### config.mk
export PLATFORM = sky130hd
export DESIGN_NAME = zjh_shift_ctrl
export DESIGN_NICKNAME = d
export VERILOG_FILES = /design/src/rtl/zjh_pkg.sv /design/src/rtl/zjh_shift_ctrl.sv
export SDC_FILE = /design/constraint.sdc
export NUM_CORES = 1
export LEC_CHECK = 0
export CAP_MARGIN = 20
export CORE_ASPECT_RATIO = 1.2
export CORE_UTILIZATION = 35
export DETAILED_ROUTE_END_ITERATION = 10
export GPL_ROUTABILITY_DRIVEN = 0
export GPL_TIMING_DRIVEN = 0
export SYNTH_ARGS = -nofsm -noshare
export SYNTH_HDL_FRONTEND = slang
export SYNTH_SLANG_ARGS = --single-unit
### constraint.sdc
create_clock -name Clk -period 4.58 [get_ports Clk]
set_clock_uncertainty 0.05 [all_clocks]
set_input_delay 0.458 -clock Clk [delete_from_list [all_inputs] [get_ports Clk]]
set_output_delay 0.458 -clock Clk [all_outputs]
set_load 0.02 [all_outputs]
### src/rtl/zjh_pkg.sv
`default_nettype none
// ============================================================================
//  Module   : zjh_pkg
//  Purpose  : Shared types and encodings for the 74HC194 shift controller.
//  Revision : 1.0 - initial release
// ============================================================================
package zjh_pkg;

    typedef enum logic [2:0] {
        S_IDLE  = 3'd0,
        S_CLEAR = 3'd1,
        S_LOAD  = 3'd2,
        S_SHIFT = 3'd3,
        S_FIN   = 3'd4
    } state_t;

    // S1:S0 select codes of the 74HC194 stage
    localparam logic [1:0] C_SR_HOLD = 2'b00;
    localparam logic [1:0] C_SR_LOAD = 2'b11;
    localparam logic [1:0] C_SR_SHUP = 2'b01;
    localparam logic [1:0] C_SR_SHDN = 2'b10;

    localparam logic [1:0] C_MODE_LOAD  = 2'd0;
    localparam logic [1:0] C_MODE_ROTU  = 2'd1;
    localparam logic [1:0] C_MODE_ROTD  = 2'd2;
    localparam logic [1:0] C_MODE_ZFILL = 2'd3;

endpackage : zjh_pkg
`default_nettype wire

### src/rtl/zjh_shift_ctrl.sv
`default_nettype none
// ============================================================================
//  Module   : zjh_shift_ctrl
//  Purpose  : Sequences clear/load/shift commands into an external 74HC194.
//  Revision : 1.0 - initial release
// ============================================================================
module zjh_shift_ctrl
    import zjh_pkg::*;
(
    input  logic       Clk,
    input  logic       MR_N,
    input  logic       cmd_valid,
    output logic       cmd_ready,
    input  logic [1:0] cmd_mode,
    input  logic [3:0] cmd_data,
    input  logic [3:0] cmd_count,
    input  logic [3:0] sr_q,
    output logic       sr_mr_n,
    output logic [1:0] sr_s,
    output logic [1:0] sr_d,
    output logic [3:0] sr_in,
    output logic       busy,
    output logic       done,
    output logic [3:0] result
);

    state_t     r_state;
    state_t     w_next;
    logic [1:0] r_mode;
    logic [3:0] r_data;
    logic [3:0] r_count;
    logic [3:0] r_cnt;

    logic       r_sr_mr_n;
    logic [1:0] r_sr_s;
    logic [1:0] r_sr_d;
    logic [3:0] r_sr_in;
    logic       r_busy;
    logic       r_done;
    logic [3:0] r_result;

    logic       w_sr_mr_n;
    logic [1:0] w_sr_s;
    logic [1:0] w_sr_d;
    logic [3:0] w_sr_in;
    logic       w_fb_up;
    logic       w_fb_dn;

    assign cmd_ready = (r_state == S_IDLE);

    // Serial inputs are registered, so they are predicted from the bit that
    // will sit at q[3] (up) or q[0] (down) once the current edge has shifted.
    assign w_fb_up = (r_state == S_LOAD) ? r_data[3] : sr_q[2];
    assign w_fb_dn = (r_state == S_LOAD) ? r_data[0] : sr_q[1];

    always_comb begin
        w_next    = r_state;
        w_sr_mr_n = 1'b1;
        w_sr_s    = C_SR_HOLD;
        w_sr_d    = 2'b00;
        w_sr_in   = 4'b0000;

        case (r_state)
            S_IDLE:  if (cmd_valid) w_next = S_CLEAR;
            S_CLEAR: w_next = S_LOAD;
            S_LOAD:  w_next = (r_mode != C_MODE_LOAD && r_count != 4'd0) ? S_SHIFT : S_FIN;
            S_SHIFT: w_next = (r_cnt == 4'd1) ? S_FIN : S_SHIFT;
            S_FIN:   w_next = S_IDLE;
            default: w_next = S_IDLE;
        endcase

        case (w_next)
            S_CLEAR: w_sr_mr_n = 1'b0;
            S_LOAD: begin
                w_sr_s  = C_SR_LOAD;
                w_sr_in = r_data;
            end
            S_SHIFT: begin
                case (r_mode)
                    C_MODE_ROTU: begin
                        w_sr_s = C_SR_SHUP;
                        w_sr_d = {w_fb_up, 1'b0};
                    end
                    C_MODE_ROTD: begin
                        w_sr_s = C_SR_SHDN;
                        w_sr_d = {1'b0, w_fb_dn};
                    end
                    default: w_sr_s = C_SR_SHDN;
                endcase
            end
            default: ;
        endcase
    end

    always_ff @(posedge Clk) begin
        if (!MR_N) begin
            r_state   <= S_IDLE;
            r_mode    <= 2'd0;
            r_data    <= 4'd0;
            r_count   <= 4'd0;
            r_cnt     <= 4'd0;
            r_sr_mr_n <= 1'b0;
            r_sr_s    <= C_SR_HOLD;
            r_sr_d    <= 2'b00;
            r_sr_in   <= 4'b0000;
            r_busy    <= 1'b0;
            r_done    <= 1'b0;
            r_result  <= 4'b0000;
        end else begin
            r_state   <= w_next;
            r_sr_mr_n <= w_sr_mr_n;
            r_sr_s    <= w_sr_s;
            r_sr_d    <= w_sr_d;
            r_sr_in   <= w_sr_in;
            r_busy    <= (w_next != S_IDLE);
            r_done    <= (r_state == S_FIN);
            if (r_state == S_IDLE && cmd_valid) begin
                r_mode  <= cmd_mode;
                r_data  <= cmd_data;
                r_count <= cmd_count;
            end
            if (r_state == S_LOAD)
                r_cnt <= r_count;
            else if (r_state == S_SHIFT)
                r_cnt <= r_cnt - 4'd1;
            // The last shift lands on the edge entering FIN, so capture here.
            if (r_state == S_FIN)
                r_result <= sr_q;
        end
    end

    assign sr_mr_n = r_sr_mr_n;
    assign sr_s    = r_sr_s;
    assign sr_d    = r_sr_d;
    assign sr_in   = r_sr_in;
    assign busy    = r_busy;
    assign done    = r_done;
    assign result  = r_result;

endmodule : zjh_shift_ctrl
`default_nettype wire
==> run_results.csv, run 1 <==
group,metric,value,unit
floorplanning,dieHeight,70.19,um
floorplanning,rows,24,
sta,rsz0062_at_grt,"no",
floorplanning,core-area,3664,sq um
synthesis,synth_top_family_by_area,"simple AND/OR/NAND/NOR gates",
placement,io_buffer_count,32,
synthesis,netlist.area_leader.share,0.4723,
clock_tree,clock_path_buffers,2,
synthesis,ys_seq_elements,32,
critical_path,required,4.07,ns
power_and_ir_drop,irDropWorstVdd,0.1709,mV
synthesis,synth_compound_area_frac,0.1559,
critical_path,max_stage_delay,0.65,ns
global_routing,grt_max_degree,12,
power_and_ir_drop,p_sw,0.1591,mW
global_routing,grt_pass1_wl,4671,um
power_and_ir_drop,switching_share,0.2424,
critical_path,start_kind,"flop",
layout,area_growth,36.62,%
floorplanning,die_area,4129,sq um
clock_tree,clock_sinks,32,
floorplanning,ios,33,
synthesis,postSynthCellCount,143,
synthesis,synth_largest_area_cell,"dfxtp_1",
route,drt-met1-wl,1265,um
worst_hold_path,hp-class,"flop to flop",
layout,layoutNonFillerInstCount,235,
synthesis,synthXorXnorAreaFrac,0,
critical_path,crit_chain,"buf_2 > nor3_2 > clkdlybuf4s50_1",
clock_tree,cts-root-buf,"clkbuf_8",
clock_tree,insertion_delay,0.28,ns
global_routing,first_global_vias,1032,
sta,setup-violations-final,0,
sta,relSlewSlack,0.6740,
sta,post-route-min-period,2.161,ns
synthesis,muxShareOfSynthArea,0.05166,
clock_tree,ctsHoldBuffers,0,
route,drc,0,
synthesis,synth_nets,165,
clock_tree,cts-resized-gates,0,
synthesis,synthSimpleGateAreaFrac,0.2325,
global_routing,antenna_found_initial,0,
route,antenna_left,0,
power_and_ir_drop,pwr-share-seq,0.455,
floorplanning,floorplan.initialDensity,0.3702,
critical_path,rr_worst_depth,6,
global_routing,grt.overflow.total,0,
power_and_ir_drop,total_leakage_power,0.6886,nW
route,vias,1079,
route,drt_iter0_drc,14,
synthesis,synthAdderAreaFrac,0.04613,
synthesis,ys.warnings.count,0,
synthesis,synth_top_flop_cell,"dfxtp_1",
placement,dp_hpwl,2039,um
critical_path,slowest_stage,"clkdlybuf4s50_1",
worst_hold_path,holdPathStages,2,
sta,fmax,462.7,MHz
critical_path,critPathKind,"flop to output pin",
synthesis,synthTopCellsByArea,"dfxtp_1 (47%), nand2_1 (7.5%), mux2i_1 (5.2%), ha_1 (4.6%), a21boi_0 (4.4%)",
synthesis,synth_most_common_cell,"dfxtp_1",
synthesis,synth_area,1356,sq um
critical_path,r2r_setup_slack,2.84,ns
layout,finish.net_count,204,
critical_path,cp.arrival,1.65,ns
critical_path,timing.rr.end,"sr_d[0]$_SDFF_PN0_",
synthesis,async_flop_share,0,
synthesis,syn_avg_cell_area,9.485,sq um
job,drv_cap,0,
clock_tree,post-cts-setup-buffers,0,
critical_path,critPathMaxFanout,7,
power_and_ir_drop,p_int,0.4974,mW
route,met2WireLength,1294,um
power_and_ir_drop,pwr-share-comb,0.138,
layout,diodes,0,
route,wl_met3,138,um
power_and_ir_drop,p_clk_frac,0.407,
global_routing,grtUsageTotal,0.1504,
route,wire_per_inst,11.69,um
critical_path,end_kind,"output pin",
sta,min_period_over_period,0.4718,
sta,tns,0,ns
floorplanning,die_w,58.83,um
sta,setup_slack,2.419,ns
synthesis,synthTopCellsByCount,"dfxtp_1 (32), nand2_1 (27), and2_1 (9), a21boi_0 (8), inv_1 (8)",
sta,tightestPinTransition,0.4869,ns
route,drt-vias-per-instance,4.591,
critical_path,crit-reg2reg-launch,"r_cnt[1]$_SDFFE_PN0P_",
clock_tree,htree_num_levels,2,
placement,dp_cells,227,
route,firstDrtPassIters,2,
sta,drv_slew,0,
layout,drive_above_1_share,0.1093,
critical_path,path_buf_inv,2,
clock_tree,path_clk_slew,0.07,ns
route,routed.top_layer,"met4",
synthesis,yosysSeqAreaShare,0.4723,
clock_tree,cts_tree,"yes",
critical_path,path_delay_family,"buffers and inverters",
critical_path,worst-path-stages,3,
worst_hold_path,holdPathEnd,"r_data[1]$_SDFFE_PN0P_",
power_and_ir_drop,power_density,354.3,nW/um^2
placement,place_ws,2.642,ns
synthesis,synth_edf_count,0,
worst_hold_path,hp-start,"r_data[1]$_SDFFE_PN0P_",
clock_tree,cts_made_buffers,5,
status,status,"finished, final reports clean",
synthesis,synth_cell_types,31,
sta,hold_violations,0,
route,routed_wl,2747,um
registers in the layout, indices dropped and copies added (netlist names):
name	count
sr_s	2
r_cnt	4
busy	1
done	1
r_count	4
result	4
r_data	4
sr_in	4
sr_d	2
sr_mr_n	1
r_mode	2
r_state	3
worst min-delay path, stage by stage (launching register included):
cell and delay [ns]:
dfxtp_1 0.31, nand2_1 0.04, a21boi_0 0.06
layout make-up:
cell class                 instances  area, sq um
fill                             366         1810
multi-input combinational         97        659.4
sequential                        32        640.6
timing repair buffer              32        320.3
clock buffer                       5        68.82
tap                               52        65.06
clock inverter                     3        42.54
inverter                           8        30.03
buffer                             6        26.28
per-layer routing:
layer	vias to the layer above	GRT usage
li1	553	-
met1	492	0.1769
met2	28	0.2475
met3	6	0.05185
met4	0	0.05556
met5	-	0
placed cells by master, fill, tap and decap left out, types with 2 or more instances in the layout:
cell type / instances
dfxtp_1: 32
clkdlybuf4s50_1: 32
nand2_1: 27
and2_1: 9
inv_1: 8
a21boi_0: 8
mux2i_1: 7
nor2b_1: 7
o21ai_0: 5
ha_1: 5
clkbuf_8: 5
nor2_1: 4
a21boi_1: 4
buf_2: 3
clkbuf_1: 3
and3_1: 2
a21oi_1: 2
nor4b_1: 2
logic make-up (layout without fill, tap and decap cells):
kind of cell / after synthesis / in the layout
AO/OA/AOI/OAI: 27 / 27
adder cells (fa/ha/maj): 5 / 5
buffers and inverters: 14 / 54
flip-flops: 32 / 32
multiplexers: 7 / 7
AND/OR/NAND/NOR: 58 / 58
through the flow:
step                total power [mW]  hold WS, ns  utilization  area, sq um
finish                        0.6565       0.4100       0.5058         1853
global route                  0.6862       0.4279       0.5058         1853
floorplan                     0.3593       0.3796            -         1356
global placement              0.3944       0.3933       0.4754         1742
detailed placement            0.3964       0.4006       0.4754         1742
CTS                           0.6643       0.4154       0.5058         1853
worst max-delay path by stage:
stage,start,to,slack [ns]
CTS,r_state[0]$_SDFF_PN0_,cmd_ready,2.39
floorplan,r_cnt[1]$_SDFFE_PN0P_,sr_d[0]$_SDFF_PN0_,2.97
global placement,MR_N,sr_d[0]$_SDFF_PN0_,2.68
finish,r_state[0]$_SDFF_PN0_,cmd_ready,2.42
global route,r_state[0]$_SDFF_PN0_,cmd_ready,2.36
detailed placement,MR_N,sr_d[0]$_SDFF_PN0_,2.64
power by group through the flow:
stage	Clock [mW]	Combinational [mW]	Sequential [mW]
after floorplan	0	0.0511	0.308
after global placement	0	0.0898	0.305
after detailed placement	0	0.0913	0.305
after CTS	0.274	0.0918	0.299
after global routing	0.285	0.100	0.301
final	0.267	0.0906	0.299
Note: power is estimated with default switching activity, not from simulation.
==> run 2, diff against run 1 <==
Clock period 4.58 ns to 1.8 ns, I/O delays scaled along.
==> run 2 against run 1 <==
Compared with the run above:
- sequential power grew to 2.5 times the previous value
- hold slack lost 0.014 ns
- cell area is essentially flat
- critical endpoint is now sr_d[0]$_SDFF_PN0_
- via count grew 0.19%
- non-clock buffer count is the same
- largest power group unchanged
- highest routed layer unchanged
- largest cell class unchanged
==> run_results.csv, run 2 (synthesis results as in run 1) <==
group,metric,value,unit
status,status,"finished, final reports clean",
global_routing,grtUsageTotal,0.1504,
floorplanning,floorplan.initialDensity,0.3702,
route,wire_per_inst,11.67,um
route,drt_iter0_drc,16,
worst_hold_path,hp-start,"cmd_count[2]",
global_routing,grt_max_degree,12,
floorplanning,rows,24,
sta,relSlewSlack,0.6740,
critical_path,required,1.93,ns
power_and_ir_drop,irDropWorstVdd,0.4347,mV
route,routed_wl,2743,um
critical_path,max_stage_delay,0.35,ns
global_routing,first_global_vias,1032,
job,drv_cap,0,
layout,layout_common_cells,"dfxtp_1 (32), clkdlybuf4s50_1 (31), nand2_1 (27), and2_1 (9)",
clock_tree,clock_path_buffers,2,
layout,drive_above_1_share,0.1093,
clock_tree,insertion_delay,0.28,ns
sta,min_period_over_period,0.9106,
route,drt-vias-per-instance,4.600,
floorplanning,core-area,3664,sq um
layout,fin_area,1854,sq um
floorplanning,dieHeight,70.19,um
clock_tree,cts_tree,"yes",
placement,dp_hpwl,2039,um
worst_hold_path,holdPathEnd,"r_count[2]$_SDFFE_PN0P_",
floorplanning,ios,33,
sta,tns,0,ns
clock_tree,cts-root-buf,"clkbuf_8",
route,drc,0,
global_routing,grt_pass1_wl,4671,um
layout,layout_commonest_cell,"dfxtp_1",
sta,hold_violations,0,
critical_path,slowest_stage,"dfxtp_1",
placement,io_buffer_count,32,
critical_path,cp.arrival,1.76,ns
worst_hold_path,holdPathStages,3,
sta,setup-violations-final,0,
critical_path,end_kind,"flop",
sta,drv_slew,0,
clock_tree,path_clk_slew,0.07,ns
power_and_ir_drop,total_leakage_power,0.6910,nW
layout,utilization,0.5061,
layout,fillers,364,
floorplanning,die_w,58.83,um
clock_tree,htree_num_levels,2,
route,firstDrtPassIters,2,
critical_path,critPathKind,"flop to flop",
floorplanning,die_area,4129,sq um
route,antenna_left,0,
critical_path,r2r_setup_slack,0.16,ns
layout,finish.net_count,204,
route,vias,1081,
critical_path,timing.rr.end,"sr_d[0]$_SDFF_PN0_",
critical_path,crit-reg2reg-launch,"r_mode[0]$_SDFFE_PN0P_",
sta,post-route-min-period,1.639,ns
critical_path,startpoint,"r_mode[0]$_SDFFE_PN0P_",
power_and_ir_drop,power_density,899.7,nW/um^2
worst_hold_path,hp-class,"input pin to flop",
sta,fmax,610.1,MHz
sta,tightestPinTransition,0.4869,ns
layout,diodes,0,
critical_path,start_kind,"flop",
critical_path,critPathMaxFanout,6,
global_routing,grt.overflow.total,0,
clock_tree,cts_made_buffers,5,
sta,rsz0062_at_grt,"no",
layout,area_growth,36.72,%
placement,place_area,1742,sq um
critical_path,crit_chain,"inv_1 > ha_1 > nor2_1 > and3_4 > o21ai_4 > nor4b_1",
global_routing,antenna_found_initial,0,
sta,setup_slack,0.1610,ns
placement,place_ws,0.05822,ns
clock_tree,ctsHoldBuffers,0,
clock_tree,clock_sinks,32,
critical_path,rr_worst_depth,6,
-- run 2: cell types whose count changed in the layout (fill, tap and decap cells not counted), sizes merged --
cell,before,now
dlygate4sd2,0,1
clkdlybuf4s50,32,31
-- run 2: final cells by class --
type | instances | area (sq um) | share of cell area
multi-input cells | 97 | 661.9 | 0.3569
clock buffers | 5 | 68.82 | 0.03711
repair buffers | 32 | 319.1 | 0.1721
plain buffers | 6 | 26.28 | 0.01417
inverters | 8 | 30.03 | 0.01619
clock inverters | 3 | 42.54 | 0.02294
flip-flops and latches | 32 | 640.6 | 0.3455
well taps | 52 | 65.06 | 0.03509
-- run 2: worst max-delay path: cells and delay by family, from the launching register on --
| family | cells | cell delay (ns) |
|---|---|---|
| buffers and inverters | 1 | 0.07 |
| DFF | 1 | 0.35 |
| AOI/OAI and AO/OA | 1 | 0.08 |
| adders and majority gates | 1 | 0.19 |
| and+or+nand+nor | 3 | 0.79 |
-- run 2: worst max path at each step --
stage                         end  slack, ns
3_3_place_gp   sr_d[0]$_SDFF_PN0_       0.08
5_1_grt        sr_d[1]$_SDFF_PN0_       0.05
4_1_cts        sr_d[0]$_SDFF_PN0_       0.05
6_report       sr_d[0]$_SDFF_PN0_       0.16
2_1_floorplan  sr_d[0]$_SDFF_PN0_       0.19
3_5_place_dp   sr_d[0]$_SDFF_PN0_       0.06
-- run 2: through the flow --
stage | total power [mW] | cells | hold slack [ns]
after global placement | 1.003 | 227 | 0.3933
after CTS | 1.688 | 235 | 0.3935
final | 1.668 | 235 | 0.3964
after floorplan | 0.9142 | 143 | 0.2648
after detailed placement | 1.009 | 227 | 0.4006
after global routing | 1.744 | 235 | 0.4171
-- run 2: power by group --
| part | switching [mW] | leakage (nW) | internal (mW) | total, mW |
|---|---|---|---|---|
| sequential | 0.0205 | 0.261 | 0.740 | 0.761 |
| clock | 0.270 | 0.0541 | 0.409 | 0.679 |
| combinational | 0.114 | 0.376 | 0.114 | 0.228 |
| total | 0.405 | 0.691 | 1.26 | 1.67 |
-- run 2: repair_timing --
action	CTS	global route
setup buffers	0	0
resized for setup	1	1
gates cloned	0	0
pin swaps	0	1
endpoints found under the setup margin	1	6
-- run 2: layer usage --
metal,wire length [um],vias up,global-route usage
met5,0,-,0
met4,48,0,0.05556
met3,138,6,0.05185
met2,1294,28,0.2475
met1,1261,494,0.1769
li1,-,553,-
==> run 3, diff against run 2 <==
Settings changed: CAP_MARGIN 20 to 25.
==> results of run 3 <==
Same layout as run 2: the final DEF is identical, and so are final timing and power.
